$ cat src/rtl/arith_pkg.sv
// Shared definitions for the bit-serial arithmetic engine.
//   - state_t  : controller FSM state (IDLE / RUN / DONE)
//   - ST_*     : fixed state encodings, so checkers can decode the state bus
//   - cnt_width: width of the bit counter for a given operand width
package arith_pkg;

  localparam logic [1:0] ST_IDLE = 2'b00;
  localparam logic [1:0] ST_RUN  = 2'b01;
  localparam logic [1:0] ST_DONE = 2'b10;

  typedef enum logic [1:0] {
    IDLE = ST_IDLE,
    RUN  = ST_RUN,
    DONE = ST_DONE
  } state_t;

  // The counter only has to index bits 0..width-1. It never needs to hold
  // width itself, because RUN leaves on the last bit.
  function automatic int cnt_width(input int width);
    return (width < 2) ? 1 : $clog2(width);
  endfunction

endpackage

$ cat src/rtl/fa_cell.sv
// 1-bit combinational full adder.
// Ports:
//   a, b, c : operand bits and carry-in
//   sum     : a ^ b ^ c
//   carry   : majority(a, b, c)
module fa_cell (
  input  logic a,
  input  logic b,
  input  logic c,
  output logic sum,
  output logic carry
);

  assign sum   = a ^ b ^ c;
  assign carry = (a & b) | (a & c) | (b & c);

endmodule

$ cat src/rtl/serial_add_ctrl.sv
// Bit-serial adder/subtractor controller. A single fa_cell is reused for
// every bit of a WIDTH-bit add or subtract, one bit per clock, LSB first.
// The carry is held in a register between cycles.
//
// Handshake: start is a one-shot request. It is accepted only in IDLE, and
// a, b, sub and cin are captured on the accepting edge. While busy, and in
// the DONE cycle, start is ignored. done pulses for exactly one cycle. sum
// and cout then stay stable until the next accepted start.
//
// Ports:
//   clk, rst : rising-edge clock, synchronous active-high reset
//   start    : operation request (sampled in IDLE only)
//   sub      : 0 = a + b + cin, 1 = a - b (cin ignored)
//   a, b     : WIDTH-bit operands
//   cin      : carry-in for add
//   busy     : high while bits are being processed
//   done     : one-cycle pulse when sum/cout are valid
//   sum      : WIDTH-bit result
//   cout     : carry-out. For subtract, 1 means no borrow (a >= b unsigned)
module serial_add_ctrl
  import arith_pkg::*;
#(
  parameter int WIDTH = 8
) (
  input  logic             clk,
  input  logic             rst,
  input  logic             start,
  input  logic             sub,
  input  logic [WIDTH-1:0] a,
  input  logic [WIDTH-1:0] b,
  input  logic             cin,
  output logic             busy,
  output logic             done,
  output logic [WIDTH-1:0] sum,
  output logic             cout
);

  localparam int            CW   = cnt_width(WIDTH);
  localparam logic [CW-1:0] LAST = CW'(WIDTH - 1);

  state_t           state_q;
  state_t           state_d;
  logic [WIDTH-1:0] a_q;
  logic [WIDTH-1:0] b_q;
  logic             carry_q;
  logic [CW-1:0]    cnt_q;
  logic [WIDTH-1:0] sum_q;
  logic             cout_q;

  logic             cell_a;
  logic             cell_b;
  logic             cell_sum;
  logic             cell_carry;
  logic             last_bit;

  assign cell_a   = a_q[cnt_q];
  assign cell_b   = b_q[cnt_q];
  assign last_bit = (cnt_q == LAST);

  fa_cell u_fa (
    .a     (cell_a),
    .b     (cell_b),
    .c     (carry_q),
    .sum   (cell_sum),
    .carry (cell_carry)
  );

  // FSM: state register
  always_ff @(posedge clk) begin
    if (rst) begin
      state_q <= IDLE;
    end else begin
      state_q <= state_d;
    end
  end

  // FSM: next-state logic
  always_comb begin
    state_d = state_q;
    case (state_q)
      IDLE:    if (start) state_d = RUN;
      RUN:     if (last_bit) state_d = DONE;
      DONE:    state_d = IDLE;
      default: state_d = IDLE;
    endcase
  end

  // FSM: outputs decoded from the current state
  always_comb begin
    busy = 1'b0;
    done = 1'b0;
    case (state_q)
      RUN:     busy = 1'b1;
      DONE:    done = 1'b1;
      default: ;
    endcase
  end

  // Datapath: operand capture, carry chain and result insertion.
  // Subtract is a + ~b + 1. B is inverted at capture, and the carry is
  // seeded with 1, so the cell never needs to know the operation.
  always_ff @(posedge clk) begin
    if (rst) begin
      a_q     <= '0;
      b_q     <= '0;
      carry_q <= 1'b0;
      cnt_q   <= '0;
      sum_q   <= '0;
      cout_q  <= 1'b0;
    end else begin
      case (state_q)
        IDLE: begin
          if (start) begin
            a_q     <= a;
            b_q     <= b ^ {WIDTH{sub}};
            carry_q <= sub | cin;
            cnt_q   <= '0;
            sum_q   <= '0;
            cout_q  <= 1'b0;
          end
        end
        RUN: begin
          sum_q[cnt_q] <= cell_sum;
          carry_q      <= cell_carry;
          if (last_bit) begin
            // Hold the counter on the last bit so it never wraps in RUN.
            cout_q <= cell_carry;
          end else begin
            cnt_q <= cnt_q + 1'b1;
          end
        end
        default: ;
      endcase
    end
  end

  assign sum  = sum_q;
  assign cout = cout_q;

endmodule

$ cat config.mk
export PLATFORM = sky130hd
export DESIGN_NAME = serial_add_ctrl
export DESIGN_NICKNAME = d
export VERILOG_FILES = /design/src/rtl/arith_pkg.sv /design/src/rtl/fa_cell.sv /design/src/rtl/serial_add_ctrl.sv
export SDC_FILE = /design/constraint.sdc
export NUM_CORES = 1
export LEC_CHECK = 0
export ABC_AREA = 1
export BUFFER_PORTS_ARGS = -buffer_cell sky130_fd_sc_hd__buf_2
export CORE_MARGIN = 3
export CORE_UTILIZATION = 45
export CTS_BUF_LIST = sky130_fd_sc_hd__clkbuf_16
export CTS_CLUSTER_DIAMETER = 150
export CTS_CLUSTER_SIZE = 20
export DETAILED_ROUTE_END_ITERATION = 16
export GPL_TIMING_DRIVEN = 0
export PLACE_DENSITY_LB_ADDON = 0.3
export SLEW_MARGIN = 10
export SYNTH_ARGS = -nofsm -noshare
export SYNTH_HDL_FRONTEND = slang
export SYNTH_SLANG_ARGS = --single-unit
$ cat constraint.sdc
create_clock -name clk -period 2 [get_ports clk]
set_input_delay 0.4 -clock clk [delete_from_list [all_inputs] [get_ports clk]]
set_output_delay 0.4 -clock clk [all_outputs]
set_load 0.005 [all_outputs]
# After elaboration in Yosys (flattened, before gate mapping)
# Cells that the tools add are included.
[word_totals] regBits=31 in_bits=21 out_inout_bits=11 word_cells=55
[classes] addsub=1 order_cmp=2 eq_ne=6 n_mux=22 n_bitwise=9 reduce_logical=8
[op_table] op="8-bit one-hot mux with 2 select lines" n=1
[op_table] op="8-bit bitwise mux" n=1
[op_table] op="1-bit 2-to-1 mux" n=8
[op_table] op="8-bit 2-to-1 mux" n=1
[op_table] op="8-bit bitwise XOR" n=1
[op_table] op="1-bit binary-select mux with 3-bit select" n=2
[op_table] op="3-bit 2-to-1 mux" n=2
[op_table] op="2-bit inequality test (second input constant)" n=3
[op_table] op="3-bit one-hot mux with 2 select lines" n=1
[op_table] op="2-bit AND reduction" n=3
[op_table] op="3-bit AND reduction" n=2
[op_table] op="3-bit by 4-bit < comparator with 1-bit output (second input constant)" n=1
[op_table] op="2-bit 2-to-1 mux" n=2
[op_table] op="1-bit one-hot mux with 2 select lines" n=2
[op_table] op="2-bit one-hot mux with 2 select lines" n=1
[op_table] op="3-bit by 1-bit adder with 3-bit output (second input constant)" n=1
[op_table] op="1-bit AND" n=3
[op_table] op="1-bit demux with 3-bit select" n=1
[op_table] op="3-bit equality test (second input constant)" n=1
[op_table] op="3-bit by 1-bit greater-or-equal comparator with 1-bit output (second input constant)" n=1
[op_table] op="1-bit OR" n=3
[op_table] op="2-bit by 1-bit equality test with 1-bit output (second input constant)" n=1
[op_table] op="2-bit equality test (second input constant)" n=1
[op_table] op="2-bit logical NOT" n=1
[op_table] op="3 further kinds" n=4

# Longest topological paths before layout
[depth] ltp_word=7 ltp_mapped=14 mapped_depth_nobuf=13

# Hierarchy
# A second synthesis with hierarchy kept.
[unflattened] hier_cells=234 area_unflattened_um2=1582.8
[by_module_without_submodules] mod="serial_add_ctrl" instances=1 cells_each=233 area_per_inst_um2=1562.7 seq_area_each_um2=620.6
[by_module_without_submodules] mod="fa_cell" instances=1 cells_each=1 area_per_inst_um2=20.0 seq_area_each_um2=0.0

# Least setup slack after synthesis
# OpenSTA, ideal clock, no wires.
[synth_timing] path_type="register to register" from="register cnt_q[2]" to="register sum_q[0], in the netlist sum[0]" setup_time_ns=0.070 arrival_time_ns=1.868 required_ns=1.930 slack_ns=0.062 stages_incl_launch_ff=12 n_path_buf=1 synth_period_minus_slack_ns=1.938 cell_sequence="dfxtp_1 -> clkbuf_8 -> nor2_1 -> nand3_1 -> nand2_1 -> nor2_1 -> nand2_1 -> inv_1 -> fa_1 -> nor2_1 -> nand3_1 -> a21oi_1"
[synth_between] elab_chain_len=6 word_cells_on_any_way=13 classes_between="2 x order compare; 8 x mux; 2 x bitwise; 1 x reduce/logical"
[synth_lines] element="from (decl)" line="serial_add_ctrl.sv:46" rtl="logic [CW-1:0] cnt_q;"
[synth_lines] element="from (signal assigned)" line="serial_add_ctrl.sv:129" rtl="cnt_q <= cnt_q + 1'b1;"
[synth_lines] element="3-bit by 4-bit < comparator with 1-bit output (implied by the code) (tied with other cells)" line="serial_add_ctrl.sv:123" rtl="sum_q[cnt_q] <= cell_sum;"
[synth_lines] element="1-bit logical AND (implied by the code) (tied with other cells)" line="serial_add_ctrl.sv:123"
[synth_lines] element="1-bit 2-to-1 mux (implied by the code) or 1-bit bitwise XOR (tied branches)" line="serial_add_ctrl.sv:123, fa_cell.sv:14"
[synth_lines] element="1-bit demux with 3-bit select or 1-bit bitwise XOR (tied branches)" line="serial_add_ctrl.sv:123, fa_cell.sv:14"
[synth_lines] element="8-bit bitwise mux (*)" line="serial_add_ctrl.sv:123"
[synth_lines] element="8-bit one-hot mux with 2 select lines (*)" line="serial_add_ctrl.sv:111" rtl="case (state_q)"
[synth_lines] element="to (signal, indexed assignment)" line="serial_add_ctrl.sv:123"
[synth_lines] element="to (decl)" line="serial_add_ctrl.sv:47" rtl="logic [WIDTH-1:0] sum_q;"
# Mark *: on every way between the ends. The rest lies on a longest branch, timed or not. The select of a mux whose other input is x is not followed.
# A chain may end at the register's enable or synchronous reset.

# Worst setup path in the final report
[layout_timing] from="register cnt_q[0]" to="register sum_q[5], in the netlist sum[5]"
# Same word-level chain as after synthesis.

==> flow_summary.toml <==
[status]
status = "complete, no violations"

[critical_path]
crit_fanout = 7
critPathLaunchType = "flop"
slowest_delay_ps = 630
crit_type = "reg -> reg"
cp_slowest_cell = "fa_2"
cp.required_ps = 2170
worstSetupEndpointType = "flop"
path_cells = "buf_6, buf_8, nand2_4, o21ai_2, nand2_1, nand2_1, nand2_1, nand2_1, inv_1, fa_2, nor2_1, nand2_1, a21oi_2"
cp_data_arrival_time_ps = 2120
path_common_cell = "nand2_1"

[hold_path]
hold_path_class = "in -> reg"

[die]
die_h_um = 65.9
initial_core_util = 0.477
rows = 21
die_area_um2 = 4340
core_um2 = 3390
ios = 32
fp.dieW_um = 65.9

[synthesis]
syn_inst = 232
synth-seq-cells = 31
netlist_area_um2 = 1620
ys_seq_area_frac = 0.384
synthMuxAreaShare = 0
synthesis.nets = 256
yosys_warnings = 0
yosysUniqueCellTypes = 25
synth-xor-area-share = 0.0434
syn_avg_cell_area_um2 = 6.96
synthAdderAreaFrac = 0.0279
synth_compound_area_frac = 0.129
synth_top_family_by_area = "simple AND/OR/NAND/NOR gates"
synthSimpleGateAreaFrac = 0.305

[clock_network]
clkTransAtPathRegs_ps = 50
hold_buffers = 0
h-tree-depth = 2
cts_tree = "built"
clock-sinks = 31
clock_latency_ps = 280
cts_buffers = 5
cts_root_buf = "clkbuf_16"
cts_buffer_depth = 2

[placed_design]
dp_slack_ps = -200
io_buffers = 29
place_hpwl_um = 2520
dp_cells = 307
gp_congestion = 0.827

[flow_run]
cap_violations = 0

[layout]
fin_nets = 298
fill_cells = 339
layout_commonest_cell = "nand2_1"
drive_gt1_frac = 0.285
final_cell_mix = "nand2_1, buf_2, dfxtp_1"
area_growth_pct = 28.6
instances_no_fill = 320
num_antenna_cells = 0

[power]
leakagePower_nw = 0.964
powerDensity_nw_per_um2 = 809
ir_drop_uv = 536

[route]
postRouteWirelength_um = 3690
wl_per_cell_um = 11.5
drt_iter0_markers = 50
ant_nets = 0
vias_per_cell = 4.76
post-route-drc-count = 0
firstDrtPassIters = 4
num_vias = 1524

[timing]
post-route-worst-setup-slack_ps = 53.5
worstMarginPinSlew_ps = 284
max_clock_freq_mhz = 514
finalSetupViolations = 0
drv_slew = 0
slew_headroom = 0.810
post-route-min-period_ps = 1950
skew_ps = 4.38
rsz0062_at_grt = "true"
hold_violations = 0
period_share = 0.973

[global_routing]
antenna_found_initial = 0
grtUsageTotal = 0.183
grt.overflow.total = 0
grt_pass1_wl_um = 5910
first_global_vias = 1336
grt_max_degree = 11
## worst max-delay path: cells and delay by family, from the launching register on
kind | cells | cell delay, ps
fa+ha+maj | 1 | 630
simple gates | 7 | 420
flops | 1 | 350
buf+inv | 3 | 320
compound gates | 2 | 100
## report_power, final
part	internal, mW	switching [mW]
Sequential	0.655	0.0187
Clock	0.446	0.261
Combinational	0.131	0.170
## synthesized netlist by cell type, drive strengths merged
master,instances,area share
inv,17,0.041
nand2,75,0.18
dfxtp,31,0.38
buf,11,0.060
nand3b,1,0.0046
nor2,31,0.074
clkbuf,1,0.0085
fa,1,0.012
or2,1,0.0039
nand4,1,0.0039
o21a,1,0.0046
o21ai,18,0.056
nand3,13,0.043
a21oi,20,0.069
xor2,8,0.043
ha,2,0.015
## cells by family after synthesis
kind of cell / after synthesis
buffers and inverters: 29
xor gates and xnor gates: 8
and+or+nand+nor: 122
adders and majority gates: 3
AOI/OAI and AO/OA: 39
DFF: 31
## state kept, by name, indices dropped and copies added, names as in the netlist
signal and cells:
a_q 8, b_q 8, sum 8, cnt_q 3, state_q 2, carry_q 1, cout 1
## worst paths after layout
path | start | endpoint | slack, ps | cells after the start
worst max register to register | cnt_q[0] | sum[5] | 50 | 13
worst min-delay path | rst | cnt_q[1] | 320 | 2
worst max-delay path | cnt_q[0] | sum[5] | 50 | 13
worst min register to register | b_q[4] | b_q[4] | 450 | 2
## area by class of cell
type | instances | area (um2) | share of cell area
plain buffers | 12 | 123 | 0.0590
clock buffers | 5 | 125 | 0.0602
clock inverters | 2 | 8.76 | 0.00422
inverters | 17 | 68.8 | 0.0331
multi-input cells | 172 | 866 | 0.417
flip-flops and latches | 31 | 623 | 0.300
well taps | 46 | 57.6 | 0.0277
repair buffers | 35 | 205 | 0.0988
## timing repair
item	CTS	global route
gates resized for setup	8	15
pin swaps	2	8
cloned	1	1
endpoints found under the hold margin	0	0
setup buffers	1	3
endpoints found under the setup margin	8	8
## layer usage
metal | track usage | vias to the layer above | share of wire
met5 | 0 | - | 0
met4 | 0.109 | 0 | 0.024
met3 | 0.0544 | 8 | 0.047
met2 | 0.293 | 27 | 0.48
met1 | 0.213 | 676 | 0.45
li1 | - | 813 | -
## metrics by stage
stage / hold slack [ps] / TNS, ps / power (mW) / area [um2] / utilization
floorplan: 424 / 0 / 0.868 / 1620 / -
global placement: 436 / -523 / 0.933 / 1820 / 0.536
detailed placement: 440 / -930 / 0.938 / 1820 / 0.536
CTS: 327 / 0 / 1.66 / 1980 / 0.584
global route: 319 / -410 / 1.76 / 2080 / 0.613
finish: 319 / 0 / 1.68 / 2080 / 0.613
No activity file was read; power rests on OpenSTA's default activity.
